--- src/rtl/herald_pkg.sv ---
// Shared types and constants for the herald result serializer.
package herald_pkg;

    typedef enum logic [2:0] {
        IDLE,
        SEND_SYNC,
        SEND_TAG,
        SEND_PAY,
        SEND_CSUM
    } ser_state_e;

    localparam logic [7:0] DEFAULT_SYNC_BYTE = 8'hA5;

    // Number of bytes needed to carry a word of the given bit width.
    function automatic int unsigned nbytes(input int unsigned width);
        return (width + 32'd7) / 32'd8;
    endfunction

endpackage

--- src/rtl/herald_result_serializer.sv ---
// Pulls one result word through a RDY/EN handshake and emits it as a framed byte
// stream: SYNC, TAG, payload bytes LSB first, XOR checksum of tag and payload.
module herald_result_serializer
    import herald_pkg::*;
#(
    parameter int unsigned RESULT_W  = 104,
    parameter logic [7:0]  SYNC_BYTE = DEFAULT_SYNC_BYTE
) (
    input  logic                clk,
    input  logic                rst,
    input  logic                enable,
    input  logic [7:0]          tag_in,
    input  logic [RESULT_W-1:0] res_data,
    input  logic                res_rdy,
    output logic                res_en,
    output logic [7:0]          byte_out,
    output logic                byte_valid,
    input  logic                byte_ready,
    output logic                busy,
    output logic                frame_done
);

    localparam int unsigned NBYTES = nbytes(RESULT_W);
    localparam int unsigned PAY_W  = NBYTES * 8;
    localparam int unsigned IDX_W  = (NBYTES > 1) ? $clog2(NBYTES) : 1;
    localparam logic [IDX_W-1:0] LAST_IDX = IDX_W'(NBYTES - 1);

    ser_state_e        state_q, state_d;
    logic [IDX_W-1:0]  index_q, index_d;
    logic [7:0]        csum_q, csum_d;
    logic [7:0]        tag_q, tag_d;
    logic [PAY_W-1:0]  payload_q, payload_d;
    logic [7:0]        byte_out_q, byte_out_d;
    logic              byte_valid_q, byte_valid_d;
    logic              busy_q, busy_d;
    logic              frame_done_q, frame_done_d;
    logic              accept;

    // Consume strobe is combinational so the producer sees it in the capture cycle.
    assign res_en = (state_q == IDLE) & enable & res_rdy & ~rst;
    assign accept = byte_valid_q & byte_ready;

    // Next-state, capture and checksum update.
    always_comb begin
        state_d      = state_q;
        index_d      = index_q;
        csum_d       = csum_q;
        tag_d        = tag_q;
        payload_d    = payload_q;
        frame_done_d = 1'b0;

        case (state_q)
            IDLE: begin
                if (res_en) begin
                    payload_d = PAY_W'(res_data);
                    tag_d     = tag_in;
                    csum_d    = tag_in;
                    index_d   = '0;
                    state_d   = SEND_SYNC;
                end
            end
            SEND_SYNC: begin
                if (accept) begin
                    state_d = SEND_TAG;
                end
            end
            SEND_TAG: begin
                if (accept) begin
                    index_d = '0;
                    state_d = SEND_PAY;
                end
            end
            SEND_PAY: begin
                if (accept) begin
                    csum_d = csum_q ^ byte_out_q;
                    if (index_q == LAST_IDX) begin
                        index_d = '0;
                        state_d = SEND_CSUM;
                    end else begin
                        index_d = index_q + IDX_W'(1);
                    end
                end
            end
            SEND_CSUM: begin
                if (accept) begin
                    frame_done_d = 1'b1;
                    state_d      = IDLE;
                end
            end
            default: begin
                state_d = IDLE;
            end
        endcase
    end

    // Output byte is derived from the next state so it is registered and holds under backpressure.
    always_comb begin
        byte_out_d   = 8'h00;
        byte_valid_d = (state_d != IDLE);
        busy_d       = (state_d != IDLE);

        case (state_d)
            SEND_SYNC: byte_out_d = SYNC_BYTE;
            SEND_TAG:  byte_out_d = tag_d;
            SEND_PAY:  byte_out_d = payload_d[{index_d, 3'b000} +: 8];
            SEND_CSUM: byte_out_d = csum_d;
            default:   byte_out_d = 8'h00;
        endcase
    end

    always_ff @(posedge clk) begin
        if (rst) begin
            state_q      <= IDLE;
            index_q      <= '0;
            csum_q       <= 8'h00;
            tag_q        <= 8'h00;
            payload_q    <= '0;
            byte_out_q   <= 8'h00;
            byte_valid_q <= 1'b0;
            busy_q       <= 1'b0;
            frame_done_q <= 1'b0;
        end else begin
            state_q      <= state_d;
            index_q      <= index_d;
            csum_q       <= csum_d;
            tag_q        <= tag_d;
            payload_q    <= payload_d;
            byte_out_q   <= byte_out_d;
            byte_valid_q <= byte_valid_d;
            busy_q       <= busy_d;
            frame_done_q <= frame_done_d;
        end
    end

    assign byte_out   = byte_out_q;
    assign byte_valid = byte_valid_q;
    assign busy       = busy_q;
    assign frame_done = frame_done_q;

endmodule

--- config.mk ---
export PLATFORM = sky130hd
export DESIGN_NAME = herald_result_serializer
export DESIGN_NICKNAME = d
export VERILOG_FILES = /design/src/rtl/herald_pkg.sv /design/src/rtl/herald_result_serializer.sv
export SDC_FILE = /design/constraint.sdc
export NUM_CORES = 1
export LEC_CHECK = 0
export ABC_AREA = 1
export BUFFER_PORTS_ARGS = -buffer_cell sky130_fd_sc_hd__buf_2
export CORE_MARGIN = 2
export CORE_UTILIZATION = 32
export DETAILED_ROUTE_END_ITERATION = 12
export PLACE_DENSITY = 0.58
export SLEW_MARGIN = 20
export SYNTH_ARGS = -nofsm -noshare
export SYNTH_HDL_FRONTEND = slang
export SYNTH_SLANG_ARGS = --single-unit
export TNS_END_PERCENT = 5
--- constraint.sdc ---
create_clock -name clk -period 2.8 [get_ports clk]
set_clock_uncertainty 0.05 [all_clocks]
set_input_delay 0.28 -clock clk [delete_from_list [all_inputs] [get_ports clk]]
set_output_delay 0.28 -clock clk [all_outputs]
set_load 0.01 [all_outputs]
-- After elaboration in Yosys (flattened, before gate mapping)
Cells that the tools add are included.
- output and inout bits: 12
- word-level logic and storage cells: 50
- bits in registers: 137
- bits of input ports: 117
- $add $sub $neg: 1
- equal/unequal tests: 9
- bitwise logic cells: 7
- shift operators: 1
- reductions and logical operators: 3
- mux-type cells: 21
- operators by type and width (kind ; number):
    $mux 104 ; 2
    $shiftx 104x8->8 ; 1
    $mux 8 ; 4
    $pmux 8 s4 ; 1
    $mux 3 ; 6
    $mux 4 ; 4
    $pmux 8 s2 ; 1
    $pmux 3 s5 ; 1
    $eq 3x2->1 const B ; 4
    $pmux 4 s3 ; 1
    $xor 8x8->8 ; 1
    $eq 3x1->1 const B ; 2
    $eq 3x3->1 const B ; 2
    $add 4x1->4 const B ; 1
    $and 1x1->1 ; 4
    $eq 4x4->1 const B ; 1
    $logic_not 3->1 ; 1
    $reduce_bool 3->1 ; 1
    $not 1->1 ; 2
    $reduce_or 2->1 ; 1
    $mux 1 ; 1

-- Longest topological paths before layout
- depth after elaboration: 8
- depth in mapped cells: 16
- depth with buffers taken out: 16

-- Least setup slack after synthesis
No wires, ideal clock.
- path type: register -> register
- start: register index_q[0]
- end: register byte_out_q[1] (netlist: byte_out[1])
- cell stages (with the launch flop): 12
- library setup time: 0.132 ns
- clock period less this slack: 1.995 ns
- arrival time: 1.813 ns
- slack: 0.805 ns
- cell sequence: dfxtp_1 > inv_1 > ha_1 > o211ai_1 > o21ai_2 > nor2_8 > buf_1 > nand3_1 > nand3_1 > nand3_1 > nand2_1 > a21oi_1
- cells in the longest elaborated chain, start to end: 6
- elaborated cells on any way between the ends: 16
- RTL lines (what ; line ; source):
    start: declaration ; herald_result_serializer.sv:29 ; logic [IDX_W-1:0] index_q, index_d;
    start signal: assignment ; herald_result_serializer.sv:124 ; index_q <= index_d;
    $add 4x1->4 / $eq 4x4->1 (equally long branches) ; herald_result_serializer.sv:80, herald_result_serializer.sv:76 ;
    $mux 4 / $mux 3 (equally long branches) ; herald_result_serializer.sv:76 ; if (index_q == LAST_IDX) begin
    $mux 4 / $mux 3 (equally long branches) ; herald_result_serializer.sv:74 ; if (accept) begin
    $pmux 4 s3 / $pmux 3 s5 (equally long branches) ; herald_result_serializer.sv:52 ; case (state_q)
    $shiftx 104x8->8, or another cell as far along ; herald_result_serializer.sv:105 ; SEND_PAY: byte_out_d = payload_d[{index_d, 3'b000} +: 8];
    $pmux 8 s4 * ; herald_result_serializer.sv:102 ; case (state_d)
    end signal: assignment ; herald_result_serializer.sv:128 ; byte_out_q <= byte_out_d;
    end: declaration ; herald_result_serializer.sv:33 ; logic [7:0] byte_out_q, byte_out_d;
Every way passes the cells marked *; elsewhere a longest branch is shown, timed or not.
A chain may end at the register's enable or synchronous reset.

-- Worst setup path after layout
- start: register index_q[1]
- end: register byte_out_q[7] (netlist: byte_out[7])
The elaborated chain is that of the path after synthesis.

==> qor.yml <==
setup_path:
  critPathLaunch: "index_q[1]$_SDFF_PP0_"
  r2r-end: "byte_out[7]$_SDFF_PP0_"
  end_kind: "flop"
  r2r_slack_ns: 0.27
  r2r_start: "index_q[1]$_SDFF_PP0_"
  rr_worst_depth: 15
  crit_arrival_ns: 2.83
  cp.required_ns: 3.10
  critPathMaxFanout: 41
  endpoint: "byte_out[7]$_SDFF_PP0_"
  worstSetupPathType: "reg -> reg"
  cp-start-kind: "flop"
synthesis:
  syn_area_per_cell_um2: 6.88
  synth_async_sr_flop_share_pct: 0
  synth_edf_count: 0
  synth_top_area_cell: "dfxtp_1"
  synth_warnings: 0
  ys.flop_type: "dfxtp_1"
  synthTopCellsByCount: "251 x nand2_1, 137 x dfxtp_1, 112 x nand3_1"
  yosysSeqAreaShare_pct: 39.8
  synthMostInstantiatedCell: "nand2_1"
  synth_nets: 1121
  synth.area.top_cells: "dfxtp_1 40%, nand2_1 14%, nand3_1 8.1%"
  synth_cells: 1002
  yosysTopAreaCellShare_pct: 39.8
  synth_area_um2: 6890
  yosysUniqueCellTypes: 39
  synth_seq_cells: 137
global_route:
  grtUsageTotal_pct: 18.3
  use_met2_pct: 30.3
  grt_use_met1_pct: 23.5
  grt-busiest-layer: "met2"
  grt_max_degree: 117
  grt.overflow.total: 0
  antenna_found_initial: 0
  grt_pass1_wl_um: 31900
  grt_pass1_vias: 6262
  use_met3_pct: 3.48
clock_tree:
  clk_latency_ns: 0.42
  numCtsBuffers: 17
  cts-resized-gates: 0
  cts_tree: "yes"
  cts_hold_buf: 0
  clock_path_buffers: 2
  cts_setup_buffers: 0
  cts_max_level: 4
  cts-root-buf: "clkbuf_16"
  clock_sinks: 137
  clk_pin_slew_ns: 0.06
detailed_routing:
  drt-pass1-iter-count: 4
  antenna_left: 0
  routed_wl_um: 20000
  avgRoutedWirePerCell_um: 14.4
  drt_iter0_markers: 431
  vias_per_cell: 4.74
  drc_errors: 0
  num_vias: 6587
place:
  globalplace.congestion: 0.856
  port_buffers: 128
  dp_hpwl_um: 14100
timing:
  min_period_ns: 2.53
  finalHoldViolations: 0
  setup_violations: 0
  max-slew-margin-rel_pct: 42.4
  tns_ns: 0
  timing.fmax_ghz: 0.395
  min_period_over_period_pct: 90.3
  drv_slew: 0
  whs_ns: 0.0610
  worstMarginPinSlew_ns: 0.865
  rsz0062_at_grt: "no"
floorplanning:
  die-width_um: 151
  core_area_um2: 21100
  initial_core_util_pct: 32.7
  die-height_um: 151
  placementRows: 53
  die-area_um2: 22700
  io_pins: 129
finish:
  area_delta_synth_final_pct: 21.6
  fin_util_pct: 39.7
  multiInputGateArea_um2: 3490
  regArea_um2: 2740
  drive_above_1_share_pct: 19.8
  antenna-diode-count: 0
  nets: 1221
  nFillCells: 2289
power_and_ir_drop:
  p_leak_nw: 3.73
  power.density_nw_per_um2: 590
  ir_drop_mv: 0.421
min_path:
  hold_class: "in -> reg"
  hold_start: "rst"
run:
  maxCapViolCount: 0
run_status:
  status: "finished clean"
registers in the layout, summed over array words and instances (netlist names):
| name | cells |
|---|---|
| state_q | 3 |
| byte_out | 8 |
| index_q | 4 |
| csum_q | 8 |
| payload_q | 104 |
| tag_q | 8 |
| busy | 1 |
| frame_done | 1 |
where the power goes:
| group | switching, W | internal, W | leakage [nW] | total [W] |
|---|---|---|---|---|
| combinational | 0.000285 | 0.000202 | 2.31 | 0.000487 |
| clock | 0.000885 | 0.00152 | 0.304 | 0.00241 |
| sequential | 0.0000199 | 0.00203 | 1.11 | 0.00205 |
worst min path at each step:
stage          depth (start not counted)  slack (ns)                        to
2_1_floorplan                          3        0.39     state_q[0]$_SDFF_PP0_
3_3_place_gp                           2        0.41  payload_q[97]$_SDFF_PP0_
3_5_place_dp                           2        0.41  payload_q[67]$_SDFF_PP0_
4_1_cts                                4        0.04     state_q[0]$_SDFF_PP0_
5_1_grt                                3        0.07  payload_q[79]$_SDFF_PP0_
6_report                               4        0.06     state_q[0]$_SDFF_PP0_
cell families after synthesis:
kind of cell | Yosys count | synth area share [%]
buffers and inverters | 152 | 9.55
AO/OA/AOI/OAI | 161 | 14.7
adder cells (fa/ha/maj) | 2 | 0.363
multiplexers | 7 | 1.02
AND/OR/NAND/NOR | 543 | 34.6
flip-flops | 137 | 39.8
metal layers:
| layer | wire [µm] | vias up | part of all wire, % |
|---|---|---|---|
| met5 | 0 | - | 0 |
| met4 | 561 | 0 | 2.8 |
| met3 | 999 | 33 | 5.0 |
| met2 | 9350 | 165 | 47 |
| met1 | 9130 | 2985 | 46 |
| li1 | - | 3404 | - |
critical path, stage by stage, from the launching register on:
cell     delay [ns]
dfxtp_1        0.34
inv_1          0.12
ha_1           0.16
nand3_1        0.10
o21ai_2        0.24
nand2_1        0.10
nand2_1        0.08
nand2_2        0.07
nand2_4        0.17
buf_12         0.24
nand2_1        0.12
nand3_1        0.08
nand3_1        0.10
a21oi_1        0.25
nand2_1        0.09
a21oi_1        0.12
cell type report:
class	count	share of cell area, %
Timing Repair Buffer	143	9.91
Tap cell	275	4.11
Multi-Input combinational cell	713	41.6
Inverter	90	4.03
Clock inverter	13	2.30
Clock buffer	19	5.29
Sequential cell	137	32.7
through the flow:
stage	instance area, µm²	std cells	setup WS, ns	total power, W
6_report	8380	1390	0.271	0.00494
4_1_cts	8380	1390	0.304	0.00500
5_1_grt	8380	1390	0.0155	0.00514
3_5_place_dp	7740	1358	0.318	0.00258
3_3_place_gp	7740	1358	0.342	0.00258
2_1_floorplan	6890	1002	0.805	0.00240
cells in the final DEF, fill, tap and decap left out, drive strengths merged, types with 2 or more instances in the layout:
cell      instances
bufinv            4
buf             143
a21oi            63
nand2           256
o311ai            5
nand4             2
dfxtp           137
ha                2
o21ai            30
inv              90
o221a             2
nand3           112
nor4              3
or2              55
clkinv            7
a21boi            5
clkinvlp          2
o22ai             4
a31oi             3
clkbuf           19
nor2            114
o21a             47
mux2i             7
Note: power is estimated with default switching activity, not from simulation.
